`src/rtl/mux8_scan_ctrl.sv`:
```
// mux8_scan_ctrl: walks a shared 8:1 mux through the unmasked inputs in
// ascending order, waits SETTLE cycles per input, samples each one into a
// word and hands the word out on a valid/ready handshake.
module mux8_scan_ctrl #(
   parameter int unsigned SETTLE = 1,
   parameter int unsigned CNT_W  = 8
) (
   input  logic             clk,
   input  logic             rst,
   input  logic             start,
   input  logic             cont,
   input  logic             abort,
   input  logic [7:0]       mask,
   output logic [2:0]       mux_sel,
   input  logic             mux_out,
   output logic [7:0]       word,
   output logic             word_valid,
   input  logic             word_ready,
   output logic             busy,
   output logic [CNT_W-1:0] word_cnt
);

   typedef enum logic [1:0] {
      ST_IDLE   = 2'd0,
      ST_SETTLE = 2'd1,
      ST_SAMPLE = 2'd2,
      ST_HOLD   = 2'd3
   } state_t;

   // Last value of the settle counter before moving on to SAMPLE.
   localparam logic [3:0] SETTLE_LAST = (SETTLE == 0) ? 4'd0 : 4'(SETTLE - 1);
   // State entered for each visited input: SETTLE=0 skips straight to SAMPLE.
   localparam state_t FIRST_ST = (SETTLE == 0) ? ST_SAMPLE : ST_SETTLE;

   state_t           state_q, state_d;
   logic [2:0]       sel_q, sel_d;
   logic [7:0]       word_q, word_d;
   logic [7:0]       mask_q, mask_d;
   logic [3:0]       settle_q, settle_d;
   logic             valid_q, valid_d;
   logic             busy_q, busy_d;
   logic [CNT_W-1:0] cnt_q, cnt_d;

   logic             hs_s;
   logic [3:0]       launch_s;
   logic [3:0]       next_s;

   // Lowest index >= lo whose mask bit is clear; result is {found, index}.
   function automatic logic [3:0] first_free(input logic [7:0] m, input logic [3:0] lo);
      logic [3:0] r;
      r = 4'd0;
      for (int i = 7; i >= 0; i--) begin
         r = ((4'(i) >= lo) && !m[i]) ? {1'b1, 3'(i)} : r;
      end
      return r;
   endfunction

   assign hs_s     = valid_q & word_ready;
   // A new scan latches mask on the same edge, so it is evaluated on the live input.
   assign launch_s = first_free(mask, 4'd0);
   assign next_s   = first_free(mask_q, {1'b0, sel_q} + 4'd1);

   // State and datapath registers with asynchronous reset.
   always_ff @(posedge clk or posedge rst) begin
      if (rst) begin
         state_q  <= ST_IDLE;
         sel_q    <= 3'd0;
         word_q   <= 8'd0;
         mask_q   <= 8'd0;
         settle_q <= 4'd0;
         valid_q  <= 1'b0;
         busy_q   <= 1'b0;
         cnt_q    <= '0;
      end else begin
         state_q  <= state_d;
         sel_q    <= sel_d;
         word_q   <= word_d;
         mask_q   <= mask_d;
         settle_q <= settle_d;
         valid_q  <= valid_d;
         busy_q   <= busy_d;
         cnt_q    <= cnt_d;
      end
   end

   // Next-state and datapath logic; abort overrides everything, including a handshake.
   always_comb begin
      state_d  = state_q;
      sel_d    = sel_q;
      word_d   = word_q;
      mask_d   = mask_q;
      settle_d = settle_q;
      valid_d  = 1'b0;
      cnt_d    = cnt_q;

      if (abort) begin
         state_d  = ST_IDLE;
         word_d   = 8'd0;
         settle_d = 4'd0;
      end else begin
         case (state_q)
            ST_IDLE: begin
               if (start) begin
                  mask_d   = mask;
                  word_d   = 8'd0;
                  settle_d = 4'd0;
                  if (launch_s[3]) begin
                     sel_d   = launch_s[2:0];
                     state_d = FIRST_ST;
                  end else begin
                     state_d = ST_HOLD;
                  end
               end else begin
                  state_d = ST_IDLE;
               end
            end
            ST_SETTLE: begin
               if (settle_q == SETTLE_LAST) begin
                  settle_d = 4'd0;
                  state_d  = ST_SAMPLE;
               end else begin
                  settle_d = settle_q + 4'd1;
               end
            end
            ST_SAMPLE: begin
               word_d[sel_q] = mux_out;
               if (next_s[3]) begin
                  sel_d   = next_s[2:0];
                  state_d = FIRST_ST;
               end else begin
                  state_d = ST_HOLD;
               end
            end
            ST_HOLD: begin
               if (hs_s) begin
                  cnt_d = cnt_q + CNT_W'(1);
                  if (cont) begin
                     mask_d   = mask;
                     word_d   = 8'd0;
                     settle_d = 4'd0;
                     if (launch_s[3]) begin
                        sel_d   = launch_s[2:0];
                        state_d = FIRST_ST;
                     end else begin
                        state_d = ST_HOLD;
                     end
                  end else begin
                     state_d = ST_IDLE;
                  end
               end else begin
                  // Valid rises one cycle after HOLD is entered and stays up until taken.
                  valid_d = 1'b1;
               end
            end
            default: begin
               state_d = ST_IDLE;
            end
         endcase
      end

      busy_d = (state_d != ST_IDLE);
   end

   assign mux_sel    = sel_q;
   assign word       = word_q;
   assign word_valid = valid_q;
   assign busy       = busy_q;
   assign word_cnt   = cnt_q;

endmodule

```
`config.mk`:
```
export PLATFORM = sky130hd
export DESIGN_NAME = mux8_scan_ctrl
export DESIGN_NICKNAME = d
export VERILOG_FILES = /design/src/rtl/mux8_scan_ctrl.sv
export SDC_FILE = /design/constraint.sdc
export NUM_CORES = 1
export LEC_CHECK = 0
export BUFFER_PORTS_ARGS = -buffer_cell sky130_fd_sc_hd__buf_2
export CAP_MARGIN = 5
export CORE_ASPECT_RATIO = 1.75
export CORE_MARGIN = 2
export CORE_UTILIZATION = 34
export CTS_BUF_LIST = sky130_fd_sc_hd__clkbuf_2
export DETAILED_ROUTE_END_ITERATION = 7
export SETUP_SLACK_MARGIN = 0.1
export SYNTH_ARGS = -nofsm -noshare
export SYNTH_HDL_FRONTEND = slang
export SYNTH_SLANG_ARGS = --single-unit
```
`constraint.sdc`:
```
create_clock -name clk -period 2.9 [get_ports clk]
set_input_delay 0.29 -clock clk [delete_from_list [all_inputs] [get_ports clk]]
set_output_delay 0.29 -clock clk [all_outputs]
set_load 0.05 [all_outputs]
```
After elaboration in Yosys (flattened, before gate mapping)
Cells that the tools add are included.

Add/subtract/negate cells: 3. Multiply operators: 0. Div/mod/pow operators: 0. $lt $le $gt $ge: 10. Equal/unequal tests: 10. Shift-type cells: 0. Muxes and demuxes: 51. Bitwise gates (word level): 2. Reduce and logical (&&, ||, !) cells: 29.

Operator list (number): 4-bit 2-to-1 mux (21); 8-bit 2-to-1 mux (7); 8-bit case mux with 3 select lines (1); 3-bit by 4-bit greater-or-equal comparator with 1-bit output, first input constant (4); 8-bit case mux with 2 select lines (1); 3-bit 2-to-1 mux (5); 2-bit 2-to-1 mux (7); 4-bit case mux with 3 select lines (1); 1-bit logical AND (9); 3-bit != test, second input constant (3); 3-bit case mux with 3 select lines (1); 8-bit by 1-bit adder with 8-bit output, second input constant (1); 8-bit bitwise mux (1); 1-bit by 4-bit greater-or-equal comparator with 1-bit output, first input constant (2); 2-bit by 4-bit greater-or-equal comparator with 1-bit output, first input constant (2); 1-bit logical NOT (8); 2-bit != test, second input constant (4); 2-bit case mux with 4 select lines (1); 4-bit AND reduction (2); 4-bit nonzero test (2); 6-bit AND reduction (1); 5-bit AND reduction (1); 3-bit by 1-bit adder with 4-bit output, second input constant (1); 4-bit by 1-bit adder with 4-bit output, second input constant (1); 13 further kinds (18).

Register bits: 35. Latch bits: 0. Bits in writable memories: 0. ROM bits: 0. Input port bits: 15. Output and inout port bits: 21. Logic and storage cells: 113. Memories kept: 0.

Longest topological paths before layout
Depth after elaboration: 15. Mapped depth: 9. Mapped depth without buffers: 8.

Worst setup path before layout
No wires, ideal clock.

Path kind: reg-to-reg. Start: register sel_q[0], in the netlist mux_sel[0]. End: register sel_q[1], in the netlist mux_sel[1]. Library setup time: 0.125 ns. Arrival: 2.325 ns. Data required time: 2.775 ns. Path slack: 0.450 ns. Stages on the path, launching flop included: 10. Path buffers: 1. Clock period less this slack: 2.450 ns. Cells stage by stage: dfrtp_1 > buf_2 > inv_1 > ha_1 > o2bb2ai_1 > a211oi_2 > nor2_1 > nand3_2 > o211a_1 > mux2_4.

Cells in the longest elaborated chain, start to end: 13. Elaborated cells between the ends (all ways): 29. Those cells by class: 1 x add/sub; 8 x order compare; 1 x eq/ne; 10 x mux; 9 x reduce/logical.

RTL lines: start: declaration (RTL line 36) `logic [2:0] sel_q, sel_d;`; start signal: assignment (RTL line 76) `sel_q <= sel_d;`; 3-bit by 1-bit adder with 4-bit output * (RTL line 61) `assign next_s = first_free(mask_q, {1'b0, sel_q} + 4'd1);`; 3-bit by 4-bit greater-or-equal comparator with 1-bit output (RTL line 53) `r = ((4'(i) >= lo) && !m[i]) ? {1'b1, 3'(i)} : r;`; 1-bit logical AND (RTL line 53); 4-bit 2-to-1 mux (7 in a row) (RTL line 53); 4-bit 2-to-1 mux * (RTL line 53); 2-bit != test (no source line) / 3-bit 2-to-1 mux (equally long branches); 6-bit AND reduction (no source line) / 3-bit case mux with 3 select lines (equally long branches).

Every way passes the cells marked *; elsewhere a longest branch is shown, timed or not. The select of a mux whose other input is x is not followed. A chain may end at the register's enable or synchronous reset.

Worst setup path after layout
Same ends and word-level chain as after synthesis.

==> summary.md <==
| Metric | Value |
|---|---|
| Outcome | complete, but fails checks |
| Violated checks | negative hold slack |
| Final setup margin | 580 ps |
| Syn nets | 245 |
| Wire length per cell | 14.0 um |
| FILL cells | 648 |
| Sequential power share | 0.477 |
| CP max-delay cell | dfrtp_1 |
| Switching portion of total power | 0.355 |
| Clock network fraction of total power | 0.259 |
| Hold Vio Cnt, Final | 7 |
| Starting density of the core | 0.354 |
| Num rows | 37 |
| Cell Chain, Critical Path | inv_1 > ha_1 > nor3b_1 > a211oi_2 > nor2_1 > nand3_2 > o211a_1 > mux2_4 |
| Slew Viols, Final | 0 |
| TritonCTS clock tree | done |
| Max Freq | 431 MHz |
| Postcts setup bufs | 0 |
| Sequential cell area fraction in the yosys report | 0.417 |
| Initial antenna violation count | 0 |
| Most frequent cells in the layout | dfrtp_1 (35), buf_2 (35), o21ai_0 (23), nand2_1 (22), inv_1 (14) |
| Worst rel slew slack | 0.459 |
| #FFs+latches synth | 35 |
| Clk_lat worst skew | 400 ps |
| Largest family of logic cells by synthesized area | compound AO/OA/AOI/OAI gates |
| Nets | 281 |
| CTS HTree Levels | 2 |
| Setup tns final | 0 ps |
| Fin area | 0.00240 mm2 |
| MaxCap Viol Count | 0 |
| Xor and xnor fraction of the mapped netlist area | 0.0334 |
| Multi-input gate area | 0.00113 mm2 |
| Via Count | 1739 |
| First drt pass iteration count | 4 |
| Synth Instances | 219 |
| ANT nets after route | 0 |
| Register area | 876 um2 |
| Internal Power | 794 uW |
| CTS Sinks | 35 |
| DR top layer | met4 |
| Fin util | 0.405 |
| Hold crit path type | in -> async |
| Routed wl met2 | 2540 um |
| Dpl ws | 581 ps |
| CP Max Fanout | 14 |
| Yosys cell types | 54 |
| First DRT Iteration DRCs | 23 |
| Setup crit start kind | flop |
| Synth async-reset ratio | 1.00 |
| CORE AREA | 0.00593 mm2 |
| Final Cycle Share | 0.800 |
| Sw power | 437 uW |
| Routed met1 length | 1780 um |
| Placed instance area | 0.00233 mm2 |
| Worst stage delay on the critical path | 630 ps |
| Largest net degree at the start of global routing | 22 |
| N_diodes | 0 |
| Total CTS buffers | 5 |
| Combinational share of power | 0.264 |
| GR Overflow Total | 0 |
| Drt total wl | 4680 um |
| Final-report setup violation count | 0 |
| Worst hold slack | -2.40 ps |
| DP Wirelength | 3680 um |
| Arr. time, crit path | 2620 ps |
| Die area | 0.00684 mm2 |
| CTS Buffer Depth | 2 |
| First-pass GRT wire length | 7940 um |
| Chip width | 63.4 um |
| Commonest register cell after synthesis | dfrtp_1 |
| Final GP Congestion | 0.923 |
| Netlist Area Pre-Place | 0.00210 mm2 |
| EDFF count, synth | 0 |
| I/O Pins | 36 |
| Wire length on met3 | 195 um |
| CP Data Required Time | 3200 ps |
| Clock Skew | 17.2 ps |
| Port Buffers | 35 |
| CTS Hold Bufs | 0 |
| # DRC | 0 |
| Area Growth Syn to Fin | 14.3% |
| Clock root cell | clkbuf_2 |
| Yosys Warn Count | 0 |
| Die height | 108 um |
| Post-Synth Simple-Gate Area | 0.178 |
| Pleak | 0.00117 uW |
| Vias in the first global route | 1722 |
| Post-cts sizing count | 0 |
| Max IR drop VDD | 0.262 mV |
| Crit. End Element | flop |
| Clock slew at reported path FFs | 200 ps |
| GRT Overall Usage | 0.147 |
| Vias/cell | 5.21 |
| RSZ-0062 raised after global routing | false |
| Final min period | 2320 ps |
| Total power divided by cell area | 513 mW/mm2 |
| Fraction of the mapped netlist area in adder cells | 0.0656 |
| Worst Max-Slew Pin Slew | 810 ps |
| Crit path kind | reg -> reg |
| Synth Area in Compound Gates | 0.205 |
| Syn Area/Cell | 9.58 um2 |
| Layout cells sized above 1 | 0.246 |
| Mux cell area share after synthesis | 0.0549 |
==> per-stage QoR <==
step | cells | power (uW) | hold slack [ps]
3_3_place_gp | 326 | 922 | 460
5_1_grt | 334 | 1300 | 72.3
2_1_floorplan | 219 | 847 | 374
4_1_cts | 334 | 1240 | 50.5
6_report | 334 | 1230 | -2.40
3_5_place_dp | 326 | 925 | 461
==> cell usage after synthesis (2+ instances only) <==
master,number,area share
o21ai_0,23,0.055
clkbuf_1,2,0.0036
a21o_1,2,0.0072
o22ai_1,2,0.0060
nor3_1,2,0.0048
or3_1,3,0.0089
nand4_1,2,0.0060
xnor2_1,3,0.013
dfrtp_1,35,0.42
a211oi_1,2,0.0072
xor2_1,5,0.021
mux2_2,7,0.038
buf_2,2,0.0048
nor2b_1,6,0.018
nand2b_1,6,0.018
o31ai_1,2,0.0072
buf_4,2,0.0072
ha_1,11,0.066
a221oi_2,2,0.014
inv_1,14,0.025
nand2_1,22,0.039
o2bb2ai_1,3,0.013
a21oi_1,9,0.021
nand3_1,7,0.017
nor2_1,13,0.023
a31oi_1,3,0.0089
a21oi_2,2,0.0083
==> worst max-delay path: cells and delay by family, from the launching register on <==
family / cells / cell delay, ps
flip-flops: 1 / 630
AO/OA/AOI/OAI: 2 / 260
buffers and inverters: 1 / 170
AND/OR/NAND/NOR: 3 / 500
multiplexers: 1 / 300
adder cells (fa/ha/maj): 1 / 360
==> power by group through the flow <==
| stage | sequential, uW | clock [uW] | combinational [uW] |
|---|---|---|---|
| 2_1_floorplan | 598 | 0 | 249 |
| 3_3_place_gp | 596 | 0 | 326 |
| 3_5_place_dp | 596 | 0 | 329 |
| 4_1_cts | 587 | 326 | 330 |
| 5_1_grt | 596 | 347 | 361 |
| 6_report | 587 | 319 | 325 |
==> sequential cells by signal, indices dropped and copies added, names as in the netlist <==
signal      flops
mask_q          8
word_valid      1
word            8
settle_q        4
word_cnt        8
state_q         2
mux_sel         3
busy            1
==> final timing paths <==
| kind | startpoint | endpoint | slack (ps) | depth (start not counted) |
|---|---|---|---|---|
| worst max-delay path | mux_sel[0]$_DFFE_PP0P_ | mux_sel[1]$_DFFE_PP0P_ | 580 | 8 |
| worst min-delay path | rst | word_cnt[4]$_DFFE_PP0P_ | -2 | 2 |
| worst max register to register | mux_sel[0]$_DFFE_PP0P_ | mux_sel[1]$_DFFE_PP0P_ | 580 | 8 |
| max in group asynchronous | rst | word[7]$_DFFE_PP0P_ | 2180 | 3 |
| min in group clk | word_ready | word_valid$_DFF_PP0_ | 80 | 2 |
| worst min register to register | word_cnt[7]$_DFFE_PP0P_ | word_cnt[7]$_DFFE_PP0P_ | 480 | 1 |
==> cell families after synthesis <==
group	after synthesis
AOI/OAI and AO/OA	61
xor gates and xnor gates	8
adders and majority gates	11
buffers and inverters	21
DFF	35
muxes	10
and+or+nand+nor	73
==> cell type report <==
type	instances	area share
clock inverters	3	0.0162
well taps	78	0.0407
inverters	14	0.0219
multi-input cells	163	0.469
repair buffers	36	0.0762
clock buffers	5	0.0104
flip-flops and latches	35	0.365
==> layer usage <==
layer,vias up,global-route usage
li1,845,-
met1,836,0.159
met2,43,0.273
met3,15,0.0241
met4,0,0.0714
met5,-,0
No activity file was read; power rests on OpenSTA's default activity.
